<file path="config.mk">
export PLATFORM = sky130hd
export DESIGN_NAME = ctrl_fsm
export DESIGN_NICKNAME = d
export VERILOG_FILES = /design/src/rtl/ctrl_fsm.sv
export SDC_FILE = /design/constraint.sdc
export NUM_CORES = 1
export LEC_CHECK = 0
export CAP_MARGIN = 0
export CORE_MARGIN = 2
export CORE_UTILIZATION = 42
export CTS_CLUSTER_DIAMETER = 60
export CTS_CLUSTER_SIZE = 8
export DETAILED_ROUTE_END_ITERATION = 8
export MAX_ROUTING_LAYER = met4
export PLACE_DENSITY = 0.75
export SYNTH_ARGS = -nofsm -noshare
export SYNTH_HDL_FRONTEND = slang
export SYNTH_SLANG_ARGS = --single-unit
</file>
<file path="constraint.sdc">
create_clock -name clk -period 2 [get_ports clk]
set_clock_uncertainty 0.15 [all_clocks]
set_input_delay 0.6 -clock clk [delete_from_list [all_inputs] [get_ports clk]]
set_output_delay 0.6 -clock clk [all_outputs]
set_load 0.02 [all_outputs]
</file>
<file path="src/rtl/ctrl_fsm.sv">
`default_nettype none
// ============================================================================
// Module   : ctrl_fsm
// Purpose  : Inference sequencer for the 784-32-10 MNIST MLP accelerator.
//            A start request runs one pass. The phases are image load, a
//            layer-1 MAC sweep, a ReLU/bias window, a layer-2 MAC sweep and
//            argmax capture.
// Ports    : clk        - clock, rising edge
//            rst        - asynchronous reset, active-low
//            start      - level request, sampled only in IDLE or DONE
//            done       - high while in DONE
//            busy       - high in LOAD/COMP_L1/RELU/COMP_L2/MAX
//            layer_sel  - memory layer select (0 idle/load/done, 1 L1,
//                         2 relu/L2, 3 max)
//            row_idx    - row being swept, 0 outside COMP_L1/COMP_L2
//            mac_en_l1/mac_clr_l1/mac_en_l2/mac_clr_l2 - MAC array controls
//            load_img/comp_l1/apply_relu/comp_l2/find_max - phase strobes
//            cycle_cnt  - busy-cycle count of the current/last inference
// Config   : CTRL_FSM_CYCLE_CNT_EN - when defined, cycle_cnt is a live
//            saturating counter. Otherwise it is tied to zero.
// Revision : 1.0 - initial release
// ============================================================================
module ctrl_fsm #(
  parameter int IMG_SIZE = 784,
  parameter int HID_SIZE = 32,
  parameter int RELU_CYC = 3
) (
  input  logic       clk,
  input  logic       rst,
  input  logic       start,
  output logic       done,
  output logic       busy,
  output logic [1:0] layer_sel,
  output logic [9:0] row_idx,
  output logic       mac_en_l1,
  output logic       mac_clr_l1,
  output logic       mac_en_l2,
  output logic       mac_clr_l2,
  output logic       load_img,
  output logic       comp_l1,
  output logic       apply_relu,
  output logic       comp_l2,
  output logic       find_max,
  output logic [9:0] cycle_cnt
);

  localparam int RELU_W = (RELU_CYC > 1) ? $clog2(RELU_CYC) : 1;

  localparam logic [9:0]        c_l1_last   = 10'(IMG_SIZE - 1);
  localparam logic [9:0]        c_l2_last   = 10'(HID_SIZE - 1);
  localparam logic [RELU_W-1:0] c_relu_last = RELU_W'(RELU_CYC - 1);

  typedef enum logic [2:0] {
    S_IDLE    = 3'd0,
    S_LOAD    = 3'd1,
    S_COMP_L1 = 3'd2,
    S_RELU    = 3'd3,
    S_COMP_L2 = 3'd4,
    S_MAX     = 3'd5,
    S_DONE    = 3'd6
  } state_t;

  state_t            r_state;
  state_t            w_state_nxt;
  logic [9:0]        r_row_idx;
  logic [9:0]        w_row_nxt;
  logic [RELU_W-1:0] r_relu_cnt;
  logic [RELU_W-1:0] w_relu_nxt;

  always_ff @(posedge clk or negedge rst) begin
    if (!rst) begin
      r_state    <= S_IDLE;
      r_row_idx  <= '0;
      r_relu_cnt <= '0;
    end else begin
      r_state    <= w_state_nxt;
      r_row_idx  <= w_row_nxt;
      r_relu_cnt <= w_relu_nxt;
    end
  end

  // Row and ReLU counters default to zero. They only advance inside their
  // own sweep, so every phase entry starts from zero with no extra clearing.
  always_comb begin
    w_state_nxt = r_state;
    w_row_nxt   = '0;
    w_relu_nxt  = '0;
    case (r_state)
      S_IDLE:    if (start) w_state_nxt = S_LOAD;
      S_LOAD:    w_state_nxt = S_COMP_L1;
      S_COMP_L1: begin
        if (r_row_idx == c_l1_last) w_state_nxt = S_RELU;
        else                        w_row_nxt   = r_row_idx + 10'd1;
      end
      S_RELU: begin
        if (r_relu_cnt == c_relu_last) w_state_nxt = S_COMP_L2;
        else                           w_relu_nxt  = r_relu_cnt + RELU_W'(1);
      end
      S_COMP_L2: begin
        if (r_row_idx == c_l2_last) w_state_nxt = S_MAX;
        else                        w_row_nxt   = r_row_idx + 10'd1;
      end
      S_MAX:     w_state_nxt = S_DONE;
      S_DONE:    if (start) w_state_nxt = S_LOAD;
      default:   w_state_nxt = S_IDLE;
    endcase
  end

  // Moore outputs, decoded from the registered state only.
  assign load_img   = (r_state == S_LOAD);
  assign comp_l1    = (r_state == S_COMP_L1);
  assign apply_relu = (r_state == S_RELU);
  assign comp_l2    = (r_state == S_COMP_L2);
  assign find_max   = (r_state == S_MAX);
  assign done       = (r_state == S_DONE);
  assign busy       = load_img | comp_l1 | apply_relu | comp_l2 | find_max;
  assign mac_en_l1  = comp_l1;
  assign mac_clr_l1 = load_img;
  assign mac_en_l2  = comp_l2;
  assign mac_clr_l2 = load_img;
  assign row_idx    = r_row_idx;

  always_comb begin
    layer_sel = 2'd0;
    case (r_state)
      S_COMP_L1:        layer_sel = 2'd1;
      S_RELU, S_COMP_L2: layer_sel = 2'd2;
      S_MAX:            layer_sel = 2'd3;
      default:          layer_sel = 2'd0;
    endcase
  end

`ifdef CTRL_FSM_CYCLE_CNT_EN
  logic [9:0] r_cycle_cnt;

  // Clear on entry to LOAD. Count every busy cycle. The count then holds
  // through DONE so software can read the latency of the last inference.
  always_ff @(posedge clk or negedge rst) begin
    if (!rst) begin
      r_cycle_cnt <= '0;
    end else if (w_state_nxt == S_LOAD && !busy) begin
      r_cycle_cnt <= '0;
    end else if (busy && r_cycle_cnt != 10'h3FF) begin
      r_cycle_cnt <= r_cycle_cnt + 10'd1;
    end
  end

  assign cycle_cnt = r_cycle_cnt;
`else
  assign cycle_cnt = '0;
`endif

endmodule
`default_nettype wire

</file>
==> results.cfg, run 1 <==
[synthesis]
avgSynthCellArea_um2 = 9.35
synth_area_um2 = 907
ys_ff_latch = 15
synth_area_leader_cell = dfrtp_1
synth.top_cells.by_area = dfrtp_1 (41%), buf_4 (12%), xor2_1 (6.8%), nor2_1 (3.7%), and3_1 (2.8%)
synth-async-reset-ratio_pct = 100
synthAdderAreaFrac_pct = 1.38
syn-instance-count = 97
synth_compound_area_share_pct = 3.59
ys_types = 32
synth_edf_count = 0
synth_top_family_by_area = simple AND/OR/NAND/NOR gates
synth_warnings = 0
synthMuxAreaShare_pct = 0
synth_simple_gate_area_share_pct = 29.9
synth-xor-area-share_pct = 7.72
synth_top_area_share_pct = 41.4
ys.flop_type = dfrtp_1
synth_seq_area_share_pct = 41.4

[timing]
rsz0062_at_grt = yes
period_minus_slack_ns = 2.12
min_period_over_period_pct = 106
fmax_mhz = 471
setup_ws_ns = -0.122
maxSlewViolCount = 0
hold_violations = 0
setup_viol = 10

[placement]
port_buffers = 25
dpl-instance-area_mm2 = 0.00118
dp_hpwl_mm = 1.37
dp_slack_ns = -0.310
gp_congestion = 0.841

[die]
die_y_um = 50.5
die_w_um = 50.5
rows = 16
start_util_pct = 45.3
core-area_mm2 = 0.00200
ios = 36
die_area_mm2 = 0.00255

[power_and_ir_drop]
power_density_mw_per_mm2 = 1180
peakVddDrop_v = 0.000962
p_leak_uw = 0.000674

[global_route]
grt-ovfl-total = 0
grt_pass1_wl_mm = 3.30
grt_pass1_vias = 749
grt_usage_pct = 17.5
grt_max_degree = 16
antenna_found_initial = 0

[critical_path]
cp_max_fo = 3
crit_path_end_kind = primary output
critPathKind = reg2out
rrSetupSlack_ns = 0.19
cp_slowest_cell = dfrtp_1
cp.required_ns = 1.25
startpoint_type = flip-flop
max_stage_delay_ns = 0.41
crit_chain = or3b_4 > inv_2 > or2_4 > buf_6
r2r_cells = 7
arrival_ns = 1.37

[hold_path]
holdCritPathClass = reg2reg
holdPathStages = 1

[cts]
clk-insertion-delay-late_ns = 0.29
clock-sinks = 15
numCtsBuffers = 3
cts_root_buf = clkbuf_4
cts_max_path_buffers = 2
cts_tree = built
path_clk_slew_ns = 0.09
cts_max_level = 1
cts-hold-fix-buffers = 0

[status]
status = finished with violations
violations = setup timing

[routing]
ant_nets = 0
vias = 725
drc = 0
wl_per_cell_um = 11.5
wirelength_mm = 1.83
drt_iter0_drc = 3
viasPerCell = 4.56
dr.pass1.iters = 2

[job]
cap_violations = 0

[layout]
fillers = 187
area_growth_pct = 38.8
final_nets = 137
design_area_mm2 = 0.00126
num_antenna_cells = 0
drive_above_1_share_pct = 34.1
==> worst max-delay path, delay by kind of cell, from the launching register on <==
family | cells | cell delay, ns
buffers and inverters | 2 | 0.17
and+or+nand+nor | 2 | 0.50
DFF | 1 | 0.41
==> kinds of logic (layout without fill, tap and decap cells) <==
family / count (synthesis) / count (layout)
simple gates: 44 / 44
buf+inv: 22 / 48
flops: 15 / 15
xor+xnor: 8 / 8
compound gates: 6 / 6
fa+ha+maj: 1 / 1
other cells: 1 / 10
==> cell usage after synthesis (2+ instances only) <==
cell type   n
and3_1      4
nor3_1      4
nand2b_1    2
o21ai_0     4
nand2_1     4
nor2_1      9
nand3_1     3
buf_2       2
dfrtp_1    15
nor3b_1     2
buf_4      15
inv_1       5
xor2_1      7
and2_1      3
==> metal layers <==
metal,track usage [%],up-vias,part of all wire (%)
li1,-,362,-
met1,20.2,332,41
met2,30.3,26,51
met3,2.08,5,5.9
met4,8.11,0,2.3
met5,-,-,0
==> stage by stage <==
stage          utilization [%]  setup TNS (ns)  total power (uW)  hold slack, ns  cells
2_1_floorplan                -               0               918           0.154    106
3_3_place_gp              59.2           -1.96              1210           0.273    151
3_5_place_dp              59.2           -2.30              1230           0.277    151
4_1_cts                   60.9          -0.507              1440           0.290    158
5_1_grt                   62.9           -1.20              1600           0.337    159
6_report                  62.9          -0.480              1490           0.290    159
==> flip-flops by register name, summed over array words and instances (netlist names) <==
name,flops
r_relu_cnt,2
row_idx,10
r_state,3
==> final cells by class <==
class / count / area (um2) / share of cell area (%)
multi-input cells: 69 / 452 / 35.9
clock buffers: 3 / 22.5 / 1.79
well taps: 27 / 33.8 / 2.68
flip-flops and latches: 15 / 375 / 29.8
clock inverters: 1 / 7.51 / 0.596
repair buffers: 39 / 347 / 27.5
inverters: 5 / 21.3 / 1.69
==> where the power goes <==
group	internal (uW)	leakage, uW	switching [uW]	total, uW
registers	360	0.000199	43.9	403
logic	421	0.000461	480	902
clock network	76.3	0.0000139	105	181
total	857	0.000674	629	1490
==> final timing paths <==
path                               startpoint       endpoint
min in group asynchronous                 rst     row_idx[4]
max in group asynchronous                 rst     row_idx[9]
worst min-delay path            r_relu_cnt[0]  r_relu_cnt[0]
worst max register to register     r_state[1]     r_state[0]
worst min register to register  r_relu_cnt[0]  r_relu_cnt[0]
worst max-delay path               r_state[2]   layer_sel[0]
==> what timing repair did <==
item                       4_1_cts  5_1_grt
setup endpoints to repair       23       13
pin swaps                        2        1
resized for setup               82       10
setup buffers                    3        1
==> layout by cell type, fill, tap and decap left out, types with 2 or more instances in the layout <==
cell,count
nor3b_1,2
and3_1,4
dlygate4sd2_1,10
nand2b_1,2
nor3_1,2
inv_1,2
conb_1,10
nand2_1,3
buf_2,2
nor2_1,9
o21ai_0,4
buf_4,14
clkdlybuf4s50_1,2
nand3_1,3
dfrtp_1,15
buf_6,11
clkbuf_4,3
xor2_1,7
and2_1,3
inv_2,2
Note: power is estimated with default switching activity, not from simulation.
==> inputs of run 2 (changes only) <==
Settings changed: SKIP_CTS_REPAIR_TIMING set to 1.
==> run 2 against run 1 <==
Effect of this change:
- the flow still finishes with violations (setup timing)
- worst hold slack got worse by 0.0023 ns
- maximum frequency barely moved
- first-iteration DRC count rose by 67%
- critical endpoint unchanged
- via count rose by 0.97%
- cell area barely moved
- sequential cell count did not move
- setup slack barely moved
- die area did not move
==> results.cfg, run 2 (same netlist as run 1, synthesis figures left out) <==
[critical_path]
crit_chain = or3b_4 > inv_2 > or2_4 > buf_6
r2r_start = r_state[0]
cp_slowest_cell = dfrtp_1
r2r-end = r_state[0]
cp_max_fo = 3
arrival_ns = 1.37
startpoint_type = flip-flop
r2r_cells = 7
crit_path_end_kind = primary output
critPathKind = reg2out
cp.required_ns = 1.25
rrSetupSlack_ns = 0.19
max_stage_delay_ns = 0.41

[status]
status = finished with violations
violations = setup timing

[layout]
final_nets = 134
drive_above_1_share_pct = 31.8
area_growth_pct = 38.6
num_antenna_cells = 0
post_layout_nonfiller_instances = 156
final_cell_mix = dfrtp_1 (15), buf_4 (12), conb_1 (10), dlymetal6s2s_1 (10), nor2_1 (9)
largest_reg_flops = 10
final_core_util_pct = 62.8
final_common_cell = dfrtp_1
fillers = 171

[hold_path]
holdCritPathClass = reg2reg
holdPathStages = 1
holdPathEnd = r_relu_cnt[0]
hold_start = r_relu_cnt[0]

[cts]
cts_root_buf = clkbuf_4
cts_tree = built
clock-sinks = 15
cts_max_path_buffers = 2
path_clk_slew_ns = 0.09
cts_max_level = 1
numCtsBuffers = 3
clk-insertion-delay-late_ns = 0.30

[global_route]
grt-ovfl-total = 0
grt_max_degree = 16
grt_pass1_vias = 727
grt_usage_pct = 16.8
grt_pass1_wl_mm = 3.17
antenna_found_initial = 0

[routing]
wirelength_mm = 1.81
drc = 0
vias = 732
ant_nets = 0
viasPerCell = 4.69
drt_iter0_drc = 5
wl_per_cell_um = 11.6
dr.pass1.iters = 4

[timing]
fmax_mhz = 471
holdWs_ns = 0.288
setup_ws_ns = -0.122
period_minus_slack_ns = 2.12
hold_violations = 0
setup_viol = 8
min_period_over_period_pct = 106
maxSlewViolCount = 0
rsz0062_at_grt = yes

[power_and_ir_drop]
p_leak_uw = 0.000790
power_density_mw_per_mm2 = 1140
peakVddDrop_v = 0.000930

[die]
ios = 36
die_area_mm2 = 0.00255
rows = 16
die_w_um = 50.5
core-area_mm2 = 0.00200
start_util_pct = 45.3
die_y_um = 50.5

[placement]
gp_congestion = 0.841
port_buffers = 25
dp_cells = 151
dp_hpwl_mm = 1.37

[job]
cap_violations = 0
[run 2: cell types whose count changed in the layout (fill, tap and decap cells not counted), moves of 2 or more]
cell,delta
dlymetal6s2s_1,+10
dlygate4sd2_1,-10
buf_6,-3
buf_4,-2
[run 2: final cells by class]
type | count | area, um2 | area share, %
Inverter | 5 | 21.3 | 1.69
Multi-Input combinational cell | 69 | 452 | 35.9
Clock buffer | 3 | 22.5 | 1.79
Sequential cell | 15 | 375 | 29.9
Clock inverter | 1 | 7.51 | 0.597
Timing Repair Buffer | 36 | 345 | 27.5
Tap cell | 27 | 33.8 | 2.69
[run 2: how the worst max path moves through the flow]
| stage | to | from | cells after the start | slack, ns |
|---|---|---|---|---|
| final | layer_sel[0] | r_state[2] | 4 | -0.12 |
| after global routing | layer_sel[0] | r_state[2] | 4 | -0.17 |
| after CTS | layer_sel[0] | r_state[2] | 4 | -0.64 |
| after detailed placement | layer_sel[0] | r_state[2] | 4 | -0.31 |
| after global placement | layer_sel[0] | r_state[2] | 4 | -0.29 |
| after floorplan | layer_sel[0] | r_state[2] | 3 | 0.02 |
[run 2: worst max-delay path: cells and delay by family (launching register included)]
family,cells,cell delay [ns]
DFF,1,0.41
buffers and inverters,2,0.17
and+or+nand+nor,2,0.50
[run 2: routing by layer]
metal,GRT usage [%],vias up,part of all wire (%)
met5,-,-,0
met4,8.11,0,2.3
met3,2.08,9,7.6
met2,28.3,28,50
met1,19.9,338,40
li1,-,357,-
[run 2: metrics by stage]
stage | setup TNS [ns] | power (uW) | area [um2] | setup WS [ns]
2_1_floorplan | 0 | 918 | 948 | 0.0219
3_3_place_gp | -1.96 | 1210 | 1180 | -0.287
3_5_place_dp | -2.30 | 1230 | 1180 | -0.310
4_1_cts | -7.61 | 1410 | 1210 | -0.644
5_1_grt | -1.02 | 1540 | 1260 | -0.175
6_report | -0.476 | 1430 | 1260 | -0.122
[run 2: power breakdown]
group / switching [uW] / internal [uW]
combinational: 467 / 379
sequential: 43.2 / 360
clock: 109 / 76.5
total: 619 / 815
